--- src/rtl/fetch_pkg.sv ---
// Shared types and default widths for the instruction fetch unit.
package fetch_pkg;

    localparam int DEF_ADDR_W = 32;
    localparam int DEF_DATA_W = 32;

    typedef enum logic {
        RUN,
        DRAIN
    } fetch_state_t;

    typedef struct packed {
        logic [DEF_ADDR_W-1:0] pc;
        logic [DEF_DATA_W-1:0] data;
        logic                  filled;
    } fetch_entry_t;

endpackage

--- src/rtl/fetch_buffer.sv ---
// In-order fetch ring: entries are allocated at grant, filled at rvalid
// and popped toward decode, tracked by three wrap-bit pointers.
module fetch_buffer
    import fetch_pkg::*;
#(
    parameter int ADDR_W = DEF_ADDR_W,
    parameter int DATA_W = DEF_DATA_W,
    parameter int DEPTH  = 4,
    localparam int IW    = $clog2(DEPTH),
    localparam int PW    = IW + 1
) (
    input  logic              clk,
    input  logic              rst,
    input  logic              i_alloc,
    input  logic [ADDR_W-1:0] i_alloc_pc,
    input  logic              i_fill,
    input  logic [DATA_W-1:0] i_fill_data,
    input  logic              i_pop,
    input  logic              i_flush,
    output logic              o_rd_filled,
    output logic [ADDR_W-1:0] o_rd_pc,
    output logic [DATA_W-1:0] o_rd_data,
    output logic [PW-1:0]     o_occupancy,
    output logic [PW-1:0]     o_outstanding
);

    logic [ADDR_W-1:0] r_pc   [DEPTH];
    logic [DATA_W-1:0] r_data [DEPTH];
    logic [DEPTH-1:0]  r_filled;
    logic [PW-1:0]     r_alloc_ptr;
    logic [PW-1:0]     r_fill_ptr;
    logic [PW-1:0]     r_rd_ptr;

    logic [IW-1:0] w_alloc_idx;
    logic [IW-1:0] w_fill_idx;
    logic [IW-1:0] w_rd_idx;

    assign w_alloc_idx = r_alloc_ptr[IW-1:0];
    assign w_fill_idx  = r_fill_ptr[IW-1:0];
    assign w_rd_idx    = r_rd_ptr[IW-1:0];

    // Flush collapses the ring onto alloc_ptr; nothing is allocated that cycle.
    always_ff @(posedge clk or posedge rst) begin
        if (rst) begin
            r_alloc_ptr <= '0;
            r_fill_ptr  <= '0;
            r_rd_ptr    <= '0;
            r_filled    <= '0;
            for (int i = 0; i < DEPTH; i++) begin
                r_pc[i]   <= '0;
                r_data[i] <= '0;
            end
        end else if (i_flush) begin
            r_rd_ptr   <= r_alloc_ptr;
            r_fill_ptr <= r_alloc_ptr;
            r_filled   <= '0;
        end else begin
            if (i_alloc) begin
                r_pc[w_alloc_idx]     <= i_alloc_pc;
                r_filled[w_alloc_idx] <= 1'b0;
                r_alloc_ptr           <= r_alloc_ptr + PW'(1);
            end
            if (i_fill) begin
                r_data[w_fill_idx]   <= i_fill_data;
                r_filled[w_fill_idx] <= 1'b1;
                r_fill_ptr           <= r_fill_ptr + PW'(1);
            end
            if (i_pop) begin
                r_filled[w_rd_idx] <= 1'b0;
                r_rd_ptr           <= r_rd_ptr + PW'(1);
            end
        end
    end

    assign o_rd_filled   = r_filled[w_rd_idx];
    assign o_rd_pc       = r_pc[w_rd_idx];
    assign o_rd_data     = r_data[w_rd_idx];
    assign o_occupancy   = r_alloc_ptr - r_rd_ptr;
    assign o_outstanding = r_alloc_ptr - r_fill_ptr;

endmodule

--- src/rtl/instr_fetch_unit.sv ---
// Instruction fetch: req/gnt toward imem, in-order buffer, flush drain FSM.
// Define IFETCH_PERF_CNT_EN to add stall_full_cnt / drop_cnt_total outputs.
module instr_fetch_unit
    import fetch_pkg::*;
#(
    parameter int ADDR_W = DEF_ADDR_W,
    parameter int DATA_W = DEF_DATA_W,
    parameter int DEPTH  = 4
) (
    input  logic              clk,
    input  logic              rst,
`ifdef IFETCH_PERF_CNT_EN
    output logic [31:0]       stall_full_cnt,
    output logic [31:0]       drop_cnt_total,
`endif
    input  logic [ADDR_W-1:0] pc_in,
    input  logic              pc_valid,
    output logic              pc_ready,
    input  logic              flush,
    output logic              imem_req,
    output logic [ADDR_W-1:0] imem_addr,
    input  logic              imem_gnt,
    input  logic              imem_rvalid,
    input  logic [DATA_W-1:0] imem_rdata,
    output logic              instr_valid,
    input  logic              instr_ready,
    output logic [DATA_W-1:0] instr,
    output logic [ADDR_W-1:0] instr_pc
);

    localparam int PW = $clog2(DEPTH) + 1;

    fetch_state_t r_state;
    logic [PW-1:0] r_drop_cnt;

    logic [PW-1:0] w_occupancy;
    logic [PW-1:0] w_outstanding;
    logic [PW-1:0] w_drop_next;
    logic          w_run;
    logic          w_full;
    logic          w_req;
    logic          w_alloc;
    logic          w_fill;
    logic          w_pop;
    logic          w_flush;
    logic          w_rd_filled;

    assign w_run   = (r_state == RUN);
    assign w_full  = (w_occupancy == PW'(DEPTH));
    assign w_req   = !rst && w_run && pc_valid && !flush && !w_full;
    assign w_alloc = w_req && imem_gnt;
    assign w_flush = w_run && flush;
    assign w_fill  = w_run && !flush && imem_rvalid;
    assign w_pop   = instr_valid && instr_ready;

    assign imem_req    = w_req;
    assign imem_addr   = pc_in;
    assign pc_ready    = w_alloc;
    assign instr_valid = !rst && w_rd_filled && (w_occupancy != '0) && !flush;

    // A response arriving in the flush cycle is already consumed by the drop.
    assign w_drop_next = w_outstanding - PW'(imem_rvalid);

    fetch_buffer #(
        .ADDR_W (ADDR_W),
        .DATA_W (DATA_W),
        .DEPTH  (DEPTH)
    ) u_buf (
        .clk           (clk),
        .rst           (rst),
        .i_alloc       (w_alloc),
        .i_alloc_pc    (pc_in),
        .i_fill        (w_fill),
        .i_fill_data   (imem_rdata),
        .i_pop         (w_pop),
        .i_flush       (w_flush),
        .o_rd_filled   (w_rd_filled),
        .o_rd_pc       (instr_pc),
        .o_rd_data     (instr),
        .o_occupancy   (w_occupancy),
        .o_outstanding (w_outstanding)
    );

    always_ff @(posedge clk or posedge rst) begin
        if (rst) begin
            r_state    <= RUN;
            r_drop_cnt <= '0;
        end else begin
            unique case (r_state)
                RUN: begin
                    if (flush) begin
                        r_drop_cnt <= w_drop_next;
                        r_state    <= (w_drop_next != '0) ? DRAIN : RUN;
                    end
                end
                DRAIN: begin
                    if (imem_rvalid) begin
                        r_drop_cnt <= r_drop_cnt - PW'(1);
                        if (r_drop_cnt == PW'(1))
                            r_state <= RUN;
                    end
                end
            endcase
        end
    end

`ifdef IFETCH_PERF_CNT_EN
    logic [31:0] r_stall_full_cnt;
    logic [31:0] r_drop_cnt_total;

    always_ff @(posedge clk or posedge rst) begin
        if (rst) begin
            r_stall_full_cnt <= '0;
            r_drop_cnt_total <= '0;
        end else begin
            if (pc_valid && w_full && (r_stall_full_cnt != '1))
                r_stall_full_cnt <= r_stall_full_cnt + 32'd1;
            if (!w_run && imem_rvalid && (r_drop_cnt_total != '1))
                r_drop_cnt_total <= r_drop_cnt_total + 32'd1;
        end
    end

    assign stall_full_cnt = r_stall_full_cnt;
    assign drop_cnt_total = r_drop_cnt_total;
`endif

`ifndef SYNTHESIS
    a_rvalid_outstanding: assert property (
        @(posedge clk) disable iff (rst)
        (w_run && imem_rvalid) |-> (w_outstanding != '0)
    );
`endif

endmodule

--- config.mk ---
export PLATFORM = sky130hd
export DESIGN_NAME = instr_fetch_unit
export DESIGN_NICKNAME = d
export VERILOG_FILES = /design/src/rtl/fetch_pkg.sv /design/src/rtl/fetch_buffer.sv /design/src/rtl/instr_fetch_unit.sv
export SDC_FILE = /design/constraint.sdc
export NUM_CORES = 1
export LEC_CHECK = 0
export CAP_MARGIN = 20
export CORE_UTILIZATION = 54
export CTS_BUF_LIST = sky130_fd_sc_hd__clkbuf_4 sky130_fd_sc_hd__clkbuf_8 sky130_fd_sc_hd__clkbuf_16
export CTS_CLUSTER_SIZE = 20
export DETAILED_ROUTE_END_ITERATION = 10
export GPL_TIMING_DRIVEN = 0
export PLACE_DENSITY = 0.79
export SETUP_SLACK_MARGIN = 0.2
export SLEW_MARGIN = 20
export SYNTH_ARGS = -nofsm -noshare
export SYNTH_HDL_FRONTEND = slang
export SYNTH_HIERARCHICAL = 1
export SYNTH_SLANG_ARGS = --single-unit
--- constraint.sdc ---
create_clock -name clk -period 21.4 [get_ports clk]
set_input_delay 2.14 -clock clk [delete_from_list [all_inputs] [get_ports clk]]
set_output_delay 2.14 -clock clk [all_outputs]
set_load 0.01 [all_outputs]
# Word-level counts from Yosys, hierarchy flattened
# Index checks and enable logic that the tools add are counted.
[totals] inputBits=71 register_bits=273 wordCells=111
[classes] eq_ne=4 reduce_logical=27 n_lt_le_gt_ge=11 bitwise=10 muxes=38 add_sub_neg=7
[op_table] op="bitwise mux 128 bit" count=2
[op_table] op="2-to-1 mux 32 bit" count=6
[op_table] op="binary-select mux 32 bit (select 2 bit)" count=2
[op_table] op="demux 32 bit (select 2 bit)" count=2
[op_table] op="2-to-1 mux 4 bit" count=6
[op_table] op="2-to-1 mux 3 bit" count=6
[op_table] op="logical AND 1 bit" count=17
[op_table] op="adder 3 x 1 -> 3 bit, second input constant" count=3
[op_table] op="greater-or-equal comparator 3 bit, second input constant" count=3
[op_table] op="less-than comparator 2 x 3 -> 1 bit, second input constant" count=3
[op_table] op="inverter 2 -> 3 bit" count=3
[op_table] op="AND 4 bit" count=2
[op_table] op="2-to-1 mux 1 bit" count=8
[op_table] op="inverter 4 bit" count=2
[op_table] op="demux 1 bit (select 2 bit)" count=3
[op_table] op="greater-or-equal comparator 2 x 1 -> 1 bit, second input constant" count=3
[op_table] op="less-than comparator 3 x 1 -> 1 bit, second input constant" count=2
[op_table] op="one-hot mux 3 bit (2 select lines)" count=1
[op_table] op="AND reduction 2 bit" count=3
[op_table] op="nonzero test 3 bit" count=2
[op_table] op="subtractor 3 bit" count=2
[op_table] op="inequality test 2 bit, second input constant" count=2
[op_table] op="bitwise OR 4 bit" count=1
[op_table] op="nonzero test 2 bit" count=2
[op_table] op="8 further kinds" count=11

# Logic depth before layout (Yosys ltp)
# Gate-level depths: netlist of run 1.
[depth] word_depth=14 ltp_mapped=11 depth_no_buf=10

# Cells and area by module
# The synthesis of run 1 kept the hierarchy.
[by_module_without_submodules] mod="fetch_buffer" cells_each=703 area_each_um2=12075.3 instances=1 seq_area_each_um2=6731.5
[by_module_without_submodules] mod="instr_fetch_unit" cells_each=71 area_each_um2=589.3 instances=1 seq_area_each_um2=100.1

# Worst setup path before layout of run 1
# No wires, ideal clock.
[synth_timing] kind="input -> output" from="input port flush" to="output port pc_ready" cell_stages=3 path_slack_ps=16222 t_required_ps=19260 t_arrival_ps=3038 cell_sequence="or4b_1 > a21oi_2 > and2_1"
[synth_via] elab_chain_cells=4
[synth_lines] item="from (decl)" line="instr_fetch_unit.sv:19" text="input logic flush,"
[synth_lines] item="logical NOT 1 bit" line="instr_fetch_unit.sv:50" text="assign w_req = !rst && w_run && pc_valid && !flush && !w_full;"
[synth_lines] item="logical AND 1 bit (2 in series)" line="instr_fetch_unit.sv:50"
[synth_lines] item="named net imem_req" line="instr_fetch_unit.sv:20" text="output logic imem_req,"
[synth_lines] item="logical AND 1 bit" line="instr_fetch_unit.sv:51" text="assign w_alloc = w_req && imem_gnt;"
[synth_lines] item="to (decl)" line="instr_fetch_unit.sv:18" text="output logic pc_ready,"
# The timed path passes the listed nets, and every way through them passes these cells.

# Worst setup path after layout of run 1
[layout_timing] from="input port flush" to="output port pc_ready"
[layout_via] elab_chain_cells=4
[layout_lines] item="logical NOT 1 bit" line="instr_fetch_unit.sv:50"
[layout_lines] item="logical AND 1 bit (2 in series)" line="instr_fetch_unit.sv:50"
[layout_lines] item="logical AND 1 bit" line="instr_fetch_unit.sv:51"
# Every way passes these cells.

==> run metrics, run 1 <==
#FFs+latches synth 273; largest net degree at the start of global routing 95; Non-Filler Instances 1310; Gate Count Post-Synth 774; status finished clean; clock skew 11.3 ps; Clk Latency, worst-skew pair 530 ps; clk root buf clkbuf_16; Avg Cell Area, Syn 16.4 um2; Setup Fix Bufs, Post-CTS 0; Sum Neg Setup Slack 0 ps; Critical Path AT 4100 ps; DP HPWL 17.0 mm; register area share after synthesis 53.9%; Worst Path Class, Setup in2out; asr flop ratio synth 100%; row count 55; worst reg-to-reg path cell count 11; RSZ-0062 raised after global routing false; fmax 0.160 GHz; hold path cells 1; Post-CTS Hold Buffers 0; Max FO, Critical Path 7; global-route wire length before repair 40.7 mm; via/cell ratio 5.47; Hold Crit Start u_buf/r_data[74]; Die Wd 155 um; share of cells above drive strength 1 45.3%; final hold violations 0; TritonCTS buffer count 29; pwr dens 129 mW/mm2; Max-Slew Margin vs Limit 57.9%; EDFF count, synth 0; Worst setup startpoint flush; Die Y 155 um; Cell variety after synth 37; initial core utilization 55.4%; Mapped Area 0.0127 mm2; CP endpoint kind primary output; Die ar. 0.0241 mm2; placed insts 1258; drt wl/cell 19.1 um; Clock Sink Count 273; Max VDD drop 0.0893 mV; vias in the first global route 7633; number of remaining DRC errors 0; Synth area leader dfrtp_1; # diodes 0; share of the synthesized area in the top cell type 53.9%; All-Layer GR Usage 21.7%; RePlAce Congestion 0.753; core area 0.0228 mm2; top cells by count, synth 273 x dfrtp_1, 243 x mux2_2, 63 x mux4_2; Post-DRT Antenna Nets 0; FF-to-FF End u_buf/r_pc[7]; Synth area leaders dfrtp_1 54%, mux2_2 22%, mux4_2 11%, buf_4 2.2%, ha_1 1.8%; max-cap violation count 0; post-cts gate resize count 0; I/O Pins 170; Tmin final 6240 ps; CP required 19260 ps; Worst R2R Setup Slack 18360 ps; initial antenna violation count 0; nets@finish 1067; filler cell count 1634; GRT overflow 0; Layout area overhead 24.7%; R2R Path Start u_buf/r_alloc_ptr[0]; Leak 0.00749 uW; end of the worst hold path u_buf/r_data[74]; initial DRC count 206; Final Max Slew Viols 0; CTS tree done; number of H-tree levels 1; leading cell type by number of instances after synthesis dfrtp_1; Hold Crit Class reg2reg; startpoint types input pin; Routed WL 25.0 mm; actual slew at the worst max-slew pin 631 ps; period utilisation layout 29.2%; drt first pass iters 4; Vias 7169; Final setup viols 0; Synthesized Nets 865; ys flop type dfrtp_1; deepest clock path buffer count 3; Hold Slack 490 ps; Yosys warnings 6; PortBufs 169; clk slew on worst S/H paths 60 ps
[worst max-delay path by stage]
stage	endpoint	slack [ps]
after CTS	pc_ready	15130
after floorplan	u_buf/r_alloc_ptr[0]	11850
final	pc_ready	15160
after global placement	u_buf/r_pc[68]	8360
after detailed placement	pc_ready	15130
after global routing	pc_ready	15090
[critical path: stages]
cell,delay (ps)
clkdlybuf4s50_1,520
or4b_1,570
a21oi_2,140
and2_1,190
clkdlybuf4s50_1,550
[cell usage in the layout (no fill, tap or decap), types with 3 or more instances in the layout]
master           instances
inv_1                   16
clkdlybuf4s50_1        169
ha_1                    18
buf_4                   37
mux4_2                  63
mux2_2                 243
a21bo_2                  4
nand2_1                  8
clkbuf_16               29
buf_6                    7
buf_2                   29
clkbuf_4                10
mux2_1                  14
clkbuf_8                 4
clkinv_2                 4
dfrtp_1                273
bufinv_16                3
a221oi_1                 4
mux2i_1                  9
nand3b_4                 6
xnor2_1                 10
[metal layers]
metal  GRT usage (%)  up-vias  wire [um]
li1                -     3232          -
met1            28.5     3763      10700
met2            37.3      144      12500
met3            4.68       30       1330
met4            4.43        0        385
met5               0        -          0
[where the power goes]
group | internal (uW) | leakage (uW) | total, uW | switching [uW]
Clock | 312 | 0.000490 | 506 | 194
Sequential | 688 | 0.00363 | 775 | 86.9
Combinational | 461 | 0.00337 | 751 | 290
[final cells by class]
type	count	area, um2	share of cell area, %
plain buffers	77	556	3.52
clock buffers	43	856	5.42
clock inverters	9	125	0.792
inverters	17	71.3	0.452
multi-input cells	407	5210	33.0
flip-flops and latches	273	6830	43.3
well taps	313	392	2.48
repair buffers	171	1750	11.1
[per-stage QoR]
step	total power [uW]	setup slack (ps)	instance area (um2)	util, %
2_1_floorplan	1250	11850	12700	-
4_1_cts	2060	15130	15800	69.1
3_3_place_gp	1520	8360	14700	64.6
3_5_place_dp	1540	15130	14800	64.8
6_report	2030	15160	15800	69.1
5_1_grt	2140	15090	15800	69.1
[state kept, by name, summed over array words and instances (netlist names)]
signal / cells
u_buf/r_filled: 4
r_drop_cnt: 3
u_buf/r_alloc_ptr: 3
u_buf/r_pc: 128
u_buf/r_fill_ptr: 3
r_state: 1
u_buf/r_data: 128
u_buf/r_rd_ptr: 3
[cell families (layout without fill, tap and decap cells)]
logic type / after synthesis / in the layout / synth area share, %
adder cells (fa/ha/maj): 20 / 20 / 2.09
XOR/XNOR: 10 / 10 / 0.692
AND/OR/NAND/NOR: 31 / 31 / 2.13
multiplexers: 331 / 331 / 35.2
AO/OA/AOI/OAI: 15 / 15 / 1.07
flip-flops: 273 / 273 / 53.9
buffers and inverters: 94 / 317 / 4.89
Note: power is estimated with default switching activity, not from simulation.
==> run 2, diff against run 1 <==
--- a/config.mk
+++ b/config.mk
@@ -6,12 +6,12 @@
 export NUM_CORES = 1
 export LEC_CHECK = 0
 export CAP_MARGIN = 20
-export CORE_UTILIZATION = 54
+export CORE_UTILIZATION = 50
 export CTS_BUF_LIST = sky130_fd_sc_hd__clkbuf_4 sky130_fd_sc_hd__clkbuf_8 sky130_fd_sc_hd__clkbuf_16
 export CTS_CLUSTER_SIZE = 20
 export DETAILED_ROUTE_END_ITERATION = 10
 export GPL_TIMING_DRIVEN = 0
-export PLACE_DENSITY = 0.79
+export PLACE_DENSITY = 0.77
 export SETUP_SLACK_MARGIN = 0.2
 export SLEW_MARGIN = 20
 export SYNTH_ARGS = -nofsm -noshare
==> constraint.sdc (replaced) <==
create_clock -name clk -period 5.1 [get_ports clk]
set_input_delay 0.51 -clock clk [delete_from_list [all_inputs] [get_ports clk]]
set_output_delay 0.51 -clock clk [all_outputs]
set_load 0.01 [all_outputs]
==> run 2 against run 1 <==
Net effect: hold slack worse by 200 ps; setup slack got worse by 14000 ps; power grew to 4.2 times the previous value; combinational power grew to 4.2 times the previous value; clock skew fell by 3.5 ps; first-iteration DRC count rose by 42%; final cell count rose by 1.6%; largest power group unchanged.
==> run metrics, run 2 (same netlist as run 1, synthesis figures left out) <==
CTS tree done (unchanged); period utilisation layout 71.9%; Clk Latency, worst-skew pair 540 ps (was 530 ps); Tmin final 3670 ps; min setup slack post-route 1430 ps (was 15160 ps); largest net degree at the start of global routing 34 (was 95); clock skew 7.74 ps (was 11.3 ps); row count 57 (was 55); final hold violations 0 (unchanged); clk root buf clkbuf_16 (unchanged); initial DRC count 293 (was 206); Worst Path Class, Setup reg2out (was in2out); TritonCTS buffer count 29 (unchanged); Leak 0.00758 uW (was 0.00749 uW); drt wl/cell 18.9 um (was 19.1 um); GRT overflow 0 (unchanged); number of remaining DRC errors 0 (unchanged); Worst R2R Setup Slack 2030 ps (was 18360 ps); RSZ-0062 raised after global routing false (unchanged); commonest non-fill, non-tap cell in the layout dfrtp_1 (unchanged); Final Max Slew Viols 0 (unchanged); Hold Crit Class in2async (was reg2reg); Final setup viols 0 (unchanged); Die Wd 161 um (was 155 um); core area 0.0246 mm2 (was 0.0228 mm2); Routed WL 25.1 mm (was 25.0 mm); Post-DRT Antenna Nets 0 (unchanged); Die Y 161 um (was 155 um); Top Registers u_buf/r_data x128, u_buf/r_pc x128, u_buf/r_filled x4 (unchanged); global-route wire length before repair 41.4 mm (was 40.7 mm); post-cts gate resize count 0 (unchanged); worst reg-to-reg path cell count 11 (unchanged); CP endpoint kind primary output (unchanged); DP HPWL 17.8 mm (was 17.0 mm); deepest clock path buffer count 3 (unchanged); Layout area overhead 26.3% (was 24.7%); Max FO, Critical Path 6 (was 7); nets@finish 1075 (was 1067); number of H-tree levels 1 (unchanged); drt first pass iters 7 (was 4); CP required 4590 ps (was 19260 ps); Die ar. 0.0260 mm2 (was 0.0241 mm2); Clock Sink Count 273 (unchanged); # diodes 0 (unchanged); I/O Pins 170 (unchanged); Critical Path AT 3160 ps (was 4100 ps); vias in the first global route 7795 (was 7633); dpl ws 1960 ps (was 15130 ps); status finished clean (unchanged); Setup Fix Bufs, Post-CTS 0 (unchanged); filler cell count 1794 (was 1634); startpoint types register (was input pin); Vias 7224 (was 7169); share of cells above drive strength 1 45.9% (was 45.3%); clk slew on worst S/H paths 60 ps (about the same); max-cap violation count 0 (unchanged); All-Layer GR Usage 20.2% (was 21.7%); fmax 0.273 GHz; via/cell ratio 5.43 (was 5.47); Max VDD drop 0.397 mV (was 0.0893 mV); pwr dens 534 mW/mm2 (was 129 mW/mm2); commonest non-fill, non-tap cells in the layout 273 x dfrtp_1, 243 x mux2_2, 169 x clkdlybuf4s50_1 (unchanged); RePlAce Congestion 0.756 (was 0.753); initial core utilization 51.5% (was 55.4%); total power 8540 uW (was 2030 uW); Post-CTS Hold Buffers 0 (unchanged); Max-Slew Margin vs Limit 67.9% (was 57.9%); PortBufs 169 (unchanged); actual slew at the worst max-slew pin 481 ps (was 631 ps); initial antenna violation count 0 (unchanged)
run 2: per-layer routing:
layer / up-vias / share of wire [%] / GRT usage, %
met1: 3792 / 43 / 26.5
met4: 0 / 1.3 / 4.03
met3: 28 / 6.0 / 4.39
li1: 3246 / - / -
met5: - / 0 / 0
met2: 158 / 50 / 34.7
run 2: worst paths after layout:
path	startpoint	endpoint
worst min register to register	u_buf/r_pc[61]	u_buf/r_pc[61]
worst min-delay path	rst	r_drop_cnt[1]
min in group clk	u_buf/r_pc[61]	u_buf/r_pc[61]
max in group asynchronous	rst	u_buf/r_data[26]
worst max register to register	u_buf/r_alloc_ptr[0]	u_buf/r_pc[1]
worst max-delay path	u_buf/r_alloc_ptr[0]	instr_valid
run 2: worst max-delay path, cell delays in order (launching register included):
cell	delay, ps
dfrtp_1	420
inv_1	170
ha_1	250
fa_1	370
xnor2_1	150
xnor2_1	230
nor3_1	100
nor4b_1	330
clkdlybuf4s50_1	610
run 2: cell type report:
| cell class | count | area (um2) | share of cell area [%] |
|---|---|---|---|
| Buffer | 77 | 556 | 3.47 |
| Clock buffer | 41 | 878 | 5.49 |
| Clock inverter | 13 | 125 | 0.782 |
| Inverter | 17 | 67.6 | 0.423 |
| Multi-Input combinational cell | 407 | 5210 | 32.6 |
| Sequential cell | 273 | 6830 | 42.7 |
| Tap cell | 324 | 405 | 2.54 |
| Timing Repair Buffer | 179 | 1910 | 12.0 |
run 2: power breakdown:
group	internal, uW	leakage (uW)	switching (uW)	total [uW]
clock network	1300	0.000507	837	2130
registers	2890	0.00363	366	3250
logic	1950	0.00344	1210	3160
run 2: metrics by stage:
stage               instances  TNS (ps)  hold WS (ps)  util, %  area (um2)
floorplan                 774         0           276        -       12700
global placement         1267   -258060           469     60.0       14800
detailed placement       1277         0           480     60.9       15000
CTS                      1331         0           272     65.0       16000
global route             1331         0           322     65.0       16000
finish                   1331         0           294     65.0       16000
